File: src/rtl/demux_1x4_pkg.sv
// ============================================================================
// Module      : demux_1x4_pkg
// Description : Shared phy_rx constants and state encoding for the 1:4 lane demux.
// Revision    : 1.0
// ============================================================================
`default_nettype none

package demux_1x4_pkg;

   localparam int LANES              = 4;
   localparam int PTR_W              = 2;
   localparam int DEFAULT_DATA_WIDTH = 8;

   typedef enum logic [0:0] {
      IDLE = 1'b0,
      RUN  = 1'b1
   } state_e;

endpackage

`default_nettype wire

File: src/rtl/demux_1x4_if.sv
// ============================================================================
// Module      : demux_1x4_if
// Description : Serial lane input and parallel frame output bundle of the demux.
// Revision    : 1.0
// ============================================================================
`default_nettype none

interface demux_1x4_if
   import demux_1x4_pkg::*;
#(
   parameter int DATA_WIDTH = DEFAULT_DATA_WIDTH
);

   logic [DATA_WIDTH-1:0] data_in;
   logic                  valid_in;
   logic [DATA_WIDTH-1:0] data_out0;
   logic [DATA_WIDTH-1:0] data_out1;
   logic [DATA_WIDTH-1:0] data_out2;
   logic [DATA_WIDTH-1:0] data_out3;
   logic                  valid_out0;
   logic                  valid_out1;
   logic                  valid_out2;
   logic                  valid_out3;
   logic                  frame_pulse;
   logic                  aligned;

   modport master (
      output data_in, valid_in,
      input  data_out0, data_out1, data_out2, data_out3,
      input  valid_out0, valid_out1, valid_out2, valid_out3,
      input  frame_pulse, aligned
   );

   modport slave (
      input  data_in, valid_in,
      output data_out0, data_out1, data_out2, data_out3,
      output valid_out0, valid_out1, valid_out2, valid_out3,
      output frame_pulse, aligned
   );

endinterface

`default_nettype wire

File: src/rtl/demux_1x4.sv
// ============================================================================
// Module      : demux_1x4
// Description : Gathers a clk_4f byte-lane stream into 4-lane frames, published once per frame.
// Revision    : 1.0
// ============================================================================
`default_nettype none

module demux_1x4
   import demux_1x4_pkg::*;
#(
   parameter int DATA_WIDTH = DEFAULT_DATA_WIDTH
) (
   input  logic        clk_4f,
   input  logic        reset,
   demux_1x4_if.slave  bus
);

   state_e                state_q, state_d;
   logic [PTR_W-1:0]      ptr_q, ptr_d;
   logic [DATA_WIDTH-1:0] lane_buf_q [LANES];
   logic [DATA_WIDTH-1:0] lane_buf_d [LANES];
   logic                  lane_vld_q [LANES];
   logic                  lane_vld_d [LANES];
   logic [DATA_WIDTH-1:0] data_out_q [LANES];
   logic [DATA_WIDTH-1:0] data_out_d [LANES];
   logic                  valid_out_q [LANES];
   logic                  valid_out_d [LANES];
   logic                  frame_pulse_q, frame_pulse_d;
   logic                  aligned_q, aligned_d;

   always_comb begin
      state_d       = state_q;
      ptr_d         = ptr_q;
      lane_buf_d    = lane_buf_q;
      lane_vld_d    = lane_vld_q;
      data_out_d    = data_out_q;
      valid_out_d   = valid_out_q;
      frame_pulse_d = 1'b0;
      aligned_d     = aligned_q;

      case (state_q)
         IDLE: begin
            // First valid beat after idle defines lane 0 of a new frame.
            if (bus.valid_in) begin
               lane_buf_d[0] = bus.data_in;
               lane_vld_d[0] = 1'b1;
               ptr_d         = PTR_W'(1);
               state_d       = RUN;
               aligned_d     = 1'b1;
            end
         end
         RUN: begin
            lane_vld_d[ptr_q] = bus.valid_in;
            if (bus.valid_in) begin
               lane_buf_d[ptr_q] = bus.data_in;
            end
            ptr_d = ptr_q + PTR_W'(1);

            if (ptr_q == PTR_W'(LANES - 1)) begin
               for (int i = 0; i < LANES - 1; i++) begin
                  data_out_d[i]  = lane_buf_q[i];
                  valid_out_d[i] = lane_vld_q[i];
               end
               // Lane 3 bypasses its buffer so it lands in the same frame.
               data_out_d[LANES-1]  = bus.valid_in ? bus.data_in : lane_buf_q[LANES-1];
               valid_out_d[LANES-1] = bus.valid_in;
               frame_pulse_d        = 1'b1;

               if (!(lane_vld_q[0] | lane_vld_q[1] | lane_vld_q[2] | bus.valid_in)) begin
                  state_d   = IDLE;
                  ptr_d     = '0;
                  aligned_d = 1'b0;
               end
            end
         end
         default: begin
            state_d = IDLE;
            ptr_d   = '0;
         end
      endcase
   end

   always_ff @(posedge clk_4f) begin
      if (!reset) begin
         state_q       <= IDLE;
         ptr_q         <= '0;
         frame_pulse_q <= 1'b0;
         aligned_q     <= 1'b0;
         for (int i = 0; i < LANES; i++) begin
            lane_buf_q[i]  <= '0;
            lane_vld_q[i]  <= 1'b0;
            data_out_q[i]  <= '0;
            valid_out_q[i] <= 1'b0;
         end
      end else begin
         state_q       <= state_d;
         ptr_q         <= ptr_d;
         frame_pulse_q <= frame_pulse_d;
         aligned_q     <= aligned_d;
         for (int i = 0; i < LANES; i++) begin
            lane_buf_q[i]  <= lane_buf_d[i];
            lane_vld_q[i]  <= lane_vld_d[i];
            data_out_q[i]  <= data_out_d[i];
            valid_out_q[i] <= valid_out_d[i];
         end
      end
   end

   assign bus.data_out0   = data_out_q[0];
   assign bus.data_out1   = data_out_q[1];
   assign bus.data_out2   = data_out_q[2];
   assign bus.data_out3   = data_out_q[3];
   assign bus.valid_out0  = valid_out_q[0];
   assign bus.valid_out1  = valid_out_q[1];
   assign bus.valid_out2  = valid_out_q[2];
   assign bus.valid_out3  = valid_out_q[3];
   assign bus.frame_pulse = frame_pulse_q;
   assign bus.aligned     = aligned_q;

endmodule

`default_nettype wire

File: src/flat_wrapper.sv
// flat-port wrapper written by rule: the top's interface ports become plain ports
module demux_1x4_flat import demux_1x4_pkg::*;
#(
   parameter int DATA_WIDTH = DEFAULT_DATA_WIDTH
)
  (clk_4f, reset, bus_data_in, bus_valid_in, bus_data_out0, bus_data_out1, bus_data_out2, bus_data_out3, bus_valid_out0, bus_valid_out1, bus_valid_out2, bus_valid_out3, bus_frame_pulse, bus_aligned);
  demux_1x4_if #(.DATA_WIDTH(DATA_WIDTH)) bus_i ();
  input  logic clk_4f;
  input  logic reset;
  input wire logic [$bits(bus_i.data_in)-1:0] bus_data_in;
  input wire logic [$bits(bus_i.valid_in)-1:0] bus_valid_in;
  output wire logic [$bits(bus_i.data_out0)-1:0] bus_data_out0;
  output wire logic [$bits(bus_i.data_out1)-1:0] bus_data_out1;
  output wire logic [$bits(bus_i.data_out2)-1:0] bus_data_out2;
  output wire logic [$bits(bus_i.data_out3)-1:0] bus_data_out3;
  output wire logic [$bits(bus_i.valid_out0)-1:0] bus_valid_out0;
  output wire logic [$bits(bus_i.valid_out1)-1:0] bus_valid_out1;
  output wire logic [$bits(bus_i.valid_out2)-1:0] bus_valid_out2;
  output wire logic [$bits(bus_i.valid_out3)-1:0] bus_valid_out3;
  output wire logic [$bits(bus_i.frame_pulse)-1:0] bus_frame_pulse;
  output wire logic [$bits(bus_i.aligned)-1:0] bus_aligned;
  assign bus_i.data_in = bus_data_in;
  assign bus_i.valid_in = bus_valid_in;
  assign bus_data_out0 = bus_i.data_out0;
  assign bus_data_out1 = bus_i.data_out1;
  assign bus_data_out2 = bus_i.data_out2;
  assign bus_data_out3 = bus_i.data_out3;
  assign bus_valid_out0 = bus_i.valid_out0;
  assign bus_valid_out1 = bus_i.valid_out1;
  assign bus_valid_out2 = bus_i.valid_out2;
  assign bus_valid_out3 = bus_i.valid_out3;
  assign bus_frame_pulse = bus_i.frame_pulse;
  assign bus_aligned = bus_i.aligned;
  demux_1x4 #(.DATA_WIDTH(DATA_WIDTH)) u_core (.clk_4f(clk_4f), .reset(reset), .bus(bus_i));
endmodule
File: config.mk
export PLATFORM = sky130hd
export DESIGN_NAME = demux_1x4_flat
export DESIGN_NICKNAME = d
export VERILOG_FILES = /design/src/rtl/demux_1x4_pkg.sv /design/src/rtl/demux_1x4_if.sv /design/src/rtl/demux_1x4.sv /design/src/flat_wrapper.sv
export SDC_FILE = /design/constraint.sdc
export NUM_CORES = 1
export LEC_CHECK = 0
export BUFFER_PORTS_ARGS = -buffer_cell sky130_fd_sc_hd__buf_2
export CORE_ASPECT_RATIO = 0.9
export CORE_MARGIN = 3
export CORE_UTILIZATION = 54
export CTS_CLUSTER_DIAMETER = 100
export CTS_CLUSTER_SIZE = 20
export DETAILED_ROUTE_END_ITERATION = 8
export PLACE_DENSITY = 0.77
export SYNTH_ARGS = -nofsm -noshare
export SYNTH_HDL_FRONTEND = slang
export SYNTH_SLANG_ARGS = --single-unit
File: constraint.sdc
create_clock -name clk_4f -period 1.8 [get_ports clk_4f]
set_clock_uncertainty 0.05 [all_clocks]
set_input_delay 0.18 -clock clk_4f [delete_from_list [all_inputs] [get_ports clk_4f]]
set_output_delay 0.18 -clock clk_4f [all_outputs]
set_load 0.005 [all_outputs]
; ---- Word-level counts from Yosys, hierarchy flattened
; Cells that the tools add are included.
[totals]
register_bits = 77
out_inout_bits = 38
word_cells = 63
[op_classes]
addsub = 1
magnitude_cmp = 2
n_eq_ne = 5
muxes = 24
bitwise = 5
n_reduce_logical = 6
[op_table]
columns = op, n
row1 = 32-bit bitwise mux, 1
row2 = 32-bit 2-to-1 mux, 1
row3 = 8-bit 2-to-1 mux, 3
row4 = 8-bit demux with 2-bit select, 1
row5 = 8-bit case mux with 2 select lines, 1
row6 = 1-bit 2-to-1 mux, 8
row7 = "2-bit inequality test, second input constant", 4
row8 = 2-bit AND reduction, 4
row9 = 2-bit 2-to-1 mux, 3
row10 = 1-bit case mux with 2 select lines, 3
row11 = 4-bit bitwise mux, 1
row12 = 2-bit case mux with 2 select lines, 1
row13 = "3-bit >= comparator, second input constant", 1
row14 = "3-bit by 1-bit less-than comparator with 1-bit output, second input constant", 1
row15 = 2-bit NOT with 3-bit output, 1
row16 = 1-bit OR, 3
row17 = 3-bit AND reduction, 1
row18 = "2-bit by 1-bit adder with 2-bit output, second input constant", 1
row19 = 1-bit demux with 2-bit select, 1
row20 = "2-bit equality test, second input constant", 1
row21 = 1-bit logical AND, 1
row22 = 1-bit NOT, 1

; ---- Depth between registers and ports, before layout
[depth]
ltp_word = 8
depth_mapped = 6

; ---- Worst setup path before layout
; OpenSTA, ideal clock, no wires.
[synth_path]
path_type = reg-to-reg
startpoint = register u_core.ptr_q[0]
endpoint = register u_core.lane_buf_q[24] (netlist name)
t_arrival_ns = 1.257
path_slack_ns = 0.420
stages_incl_launch_ff = 6
path_buffers = 0
synth_period_minus_slack_ns = 1.380
path_cell_list = dfxtp_1 -> inv_1 -> ha_1 -> nand2b_1 -> nand2_1 -> mux2i_1
[synth_via]
elab_chain_cells = 8
elab_cells_between_ends = 9
[synth_rtl]
columns = item, line_no
row1 = start: declaration, demux_1x4.sv:19  ; logic [PTR_W-1:0] ptr_q, ptr_d;
row2 = start signal: assignment, demux_1x4.sv:97  ; ptr_q <= ptr_d;
row3 = 2-bit NOT with 3-bit output (implied by the code) *, demux_1x4.sv:55  ; lane_buf_d[ptr_q] = bus.data_in;
row4 = 3-bit >= comparator (implied by the code) or 3-bit by 1-bit less-than comparator with 1-bit output (tied branches), demux_1x4.sv:55
row5 = 1-bit logical AND (implied by the code), demux_1x4.sv:55
row6 = 8-bit 2-to-1 mux (implied by the code), demux_1x4.sv:55
row7 = 8-bit demux with 2-bit select *, demux_1x4.sv:55
row8 = 32-bit bitwise mux *, demux_1x4.sv:55
row9 = 32-bit 2-to-1 mux *, demux_1x4.sv:54  ; if (bus.valid_in) begin
row10 = 8-bit case mux with 2 select lines *, demux_1x4.sv:41  ; case (state_q)
row11 = end signal: indexed assignment, demux_1x4.sv:101  ; lane_buf_q[i] <= lane_buf_d[i];
row12 = end: declaration, demux_1x4.sv:20  ; logic [DATA_WIDTH-1:0] lane_buf_q [LANES];
; Every way passes the cells marked *; elsewhere a longest branch is shown, timed or not. The select of a mux whose other input is x is not followed.
; A chain may end at the register's enable or synchronous reset.

; ---- Worst setup path after layout
[layout_path]
startpoint = register u_core.ptr_q[0]
endpoint = register u_core.lane_buf_q[28] (netlist name)
; The elaborated chain is that of the path after synthesis.

==> flow_metrics.env <==
export IMPL_outcome="finished clean"
export IMPL_busiest_layer="met2"
export IMPL_swShare_pct=20.7
export IMPL_cts_inserted_buffers=9
export IMPL_routed_via_density=5.26
export IMPL_dieArea_sq_um=6080
export IMPL_io_pin_count=49
export IMPL_worstHoldPathType="primary input to flop"
export IMPL_p_leak_nw=1.41
export IMPL_report_final_slew_viol_count=0
export IMPL_syn_area_sq_um=2800
export IMPL_synth_distinct_cells=24
export IMPL_grt_met3_usage_pct=8.35
export IMPL_clockPowerShare_pct=43.5
export IMPL_fin_setup_tns_ns=0
export IMPL_ctsHoldBuffers=0
export IMPL_cts_sinks=76
export IMPL_syn2layout_area_growth_pct=19.6
export IMPL_grt_pass1_wl_um=9320
export IMPL_r2r_slack_ns=0.24
export IMPL_combPwrFrac_pct=5.0
export IMPL_clk_pin_slew_worst_paths_ns=0.07
export IMPL_synth_seq_cells=76
export IMPL_whs_ns=0.119
export IMPL_met2_usage_pct=31.7
export IMPL_worstSetupEndpointType="flop"
export IMPL_nNetsFinal=378
export IMPL_fin_crit_ns=1.56
export IMPL_ys_seq_area_share_pct=54.4
export IMPL_post_cts_resized=0
export IMPL_diodes=0
export IMPL_met1_usage_pct=26.4
export IMPL_cp_buffers_inverters=1
export IMPL_firstDrtPassIters=4
export IMPL_crit_family="simple AND/OR/NAND/NOR gates"
export IMPL_p_switching_uw=697
export IMPL_drc=0
export IMPL_grt_pass1_vias=2007
export IMPL_min_from="bus_data_in[3]"
export IMPL_grt_max_degree=30
export IMPL_io_buffers=48
export IMPL_critPathKind="flop to flop"
export IMPL_r2r_start="u_core.ptr_q[0]$_SDFFE_PN0P_"
export IMPL_drtIter0Drc=84
export IMPL_pwr_share_seq_pct=51.5
export IMPL_rows=24
export IMPL_drive_above_1_share_pct=21.2
export IMPL_cp_num_cells=5
export IMPL_cts_htree_levels=3
export IMPL_arrival_ns=1.78
export IMPL_syn_nets=329
export IMPL_max_stage_delay_ns=0.40
export IMPL_worstPathCellList="inv_1 -> ha_1 -> nand2b_1 -> nand2_1 -> mux2i_1"
export IMPL_die_y_um=74.3
export IMPL_drv_cap=0
export IMPL_slew_headroom_pct=66.7
export IMPL_critPathSlowestCell="dfxtp_1"
export IMPL_cts_tree="yes"
export IMPL_postCtsSetupBuffers=0
export IMPL_syn_inst=314
export IMPL_reg2reg_to="u_core.lane_buf_q[28]$_SDFFE_PN0P_"
export IMPL_antenna_found_initial=0
export IMPL_setup_violations=0
export IMPL_cp_start_kind="flop"
export IMPL_crit_fanout=8
export IMPL_root_buffer="clkbuf_8"
export IMPL_rr_worst_depth=5
export IMPL_max_freq_ghz=0.641
export IMPL_cp_startpoint="u_core.ptr_q[0]$_SDFFE_PN0P_"
export IMPL_clk_path_buf_depth=2
export IMPL_intPower_mw=2.67
export IMPL_post_route_period_util_pct=86.7
export IMPL_rsz0062_at_grt="false"
export IMPL_track_usage_pct=20.6
export IMPL_core_sq_um=4920
export IMPL_fp_dieW_um=81.9
export IMPL_floorplan_initialDensity_pct=56.8
export IMPL_ys_warn_count=0
export IMPL_hold_viol=0
export IMPL_ir_worst_vdd_v=0.00113
export IMPL_ant_nets=0
export IMPL_clk_latency_ns=0.34
export IMPL_num_vias=2278
export IMPL_worst_pin_slew_ns=0.500
export IMPL_crit_path_end="u_core.lane_buf_q[28]$_SDFFE_PN0P_"
export IMPL_overflow=0
export IMPL_syn_area_per_cell_sq_um=8.91
export IMPL_p_per_area_nw_per_um2=1010
export IMPL_dpl_hpwl_um=3970
export IMPL_wire_per_inst_um=13.3
export IMPL_cp_required_ns=2.02
export IMPL_wirelength_um=5740
export IMPL_gp_congestion=0.763
## layout make-up
| type | count | area [sq um] |
|---|---|---|
| Tap cell | 65 | 81.3 |
| Sequential cell | 76 | 1520 |
| Clock buffer | 12 | 165 |
| Timing Repair Buffer | 61 | 338 |
| Clock inverter | 4 | 70.1 |
| Inverter | 3 | 11.3 |
| Multi-Input combinational cell | 212 | 1160 |
| Fill cell | 410 | 1580 |
## worst min-delay path by stage
stage                                                 to  slack [ns]  depth (start not counted)
floorplan             u_core.lane_buf_q[31]$_SDFFE_PN0P_        0.32                          2
global placement    u_core.bus.data_out1[3]$_SDFFE_PN0P_        0.39                          2
detailed placement  u_core.bus.data_out1[3]$_SDFFE_PN0P_        0.40                          2
CTS                 u_core.bus.data_out3[4]$_SDFFE_PN0P_         0.1                          3
global route        u_core.bus.data_out3[4]$_SDFFE_PN0P_         0.1                          3
finish              u_core.bus.data_out3[3]$_SDFFE_PN0P_        0.12                          3
## logic make-up (layout without fill, tap and decap cells)
logic type	after synthesis	count (layout)	share of synthesized area (%)
fa+ha+maj	4	4	1.79
mux	16	16	5.72
compound gates	76	76	16.5
simple gates	116	116	17.4
flops	76	76	54.4
buf+inv	26	80	4.16
## cell usage after synthesis
cell / n / area [sq um]
clkbuf_1: 11 / 41.3
a21boi_1: 3 / 22.5
and3_1: 1 / 6.26
nor2_1: 4 / 15.0
nor2b_1: 1 / 6.26
inv_1: 3 / 11.3
a211oi_1: 1 / 7.51
dfxtp_1: 76 / 1520
buf_1: 2 / 7.51
mux2i_1: 16 / 160
nor3_1: 1 / 5.00
o21ai_0: 33 / 165
nand3_1: 27 / 135
ha_1: 4 / 50.1
nand2_1: 78 / 293
buf_6: 1 / 11.3
a21boi_0: 27 / 203
o21ai_2: 1 / 8.76
buf_2: 9 / 45.0
or4_1: 1 / 7.51
and2_1: 1 / 6.26
nor3b_1: 1 / 7.51
nand2b_1: 1 / 6.26
a21oi_1: 11 / 55.1
## layout by cell type (no fill, tap or decap), types with 2 or more instances in the layout
cell       instances
a21boi_1           3
buf_2             48
o21ai_0           33
bufinv_16          2
clkbuf_8          12
a21boi_0          27
ha_1               4
mux2i_1           16
nand3_1           27
nor2_1             4
nand2_1           78
inv_1              3
dfxtp_1           76
clkinv_2           2
buf_4             13
a21oi_1           11
## state kept, by name, indices dropped and copies added (netlist names)
name                    count
u_core.lane_buf_q          32
u_core.bus.data_out0        8
u_core.bus.data_out1        8
u_core.bus.data_out2        8
u_core.bus.data_out3        8
u_core.lane_vld_q           3
u_core.ptr_q                2
u_core.bus.aligned          1
u_core.bus.frame_pulse      1
u_core.bus.valid_out0       1
u_core.bus.valid_out1       1
u_core.bus.valid_out2       1
u_core.bus.valid_out3       1
u_core.state_q              1
## worst register-to-register path, delay by kind of cell (launching register included)
family,cells,cell delay [ns]
fa+ha+maj,1,0.21
buf+inv,1,0.09
flops,1,0.40
mux,1,0.24
simple gates,2,0.50
## per-layer routing
metal	routed length (um)	part of all wire (%)	vias up
li1	-	-	1158
met2	2610	45	60
met4	91	1.6	0
met1	2650	46	1052
met5	0	0	-
met3	389	6.8	8
## per-stage QoR
step	instance area [sq um]	util [%]	worst slack [ns]	power [mW]	instances
global placement	3110	63.2	0.334	1.94	417
CTS	3350	68.0	0.237	3.40	433
finish	3350	68.0	0.239	3.37	433
detailed placement	3110	63.2	0.249	1.94	417
floorplan	2800	-	0.420	1.88	314
global route	3350	68.0	0.111	3.50	433
## power by group through the flow
stage	logic (mW)	registers (mW)	clock network [mW]
after floorplan	0.116	1.77	0
after global placement	0.164	1.77	0
after detailed placement	0.169	1.77	0
after CTS	0.170	1.73	1.49
after global routing	0.187	1.74	1.58
final	0.168	1.73	1.46
Power figures use the tool's default switching activity.
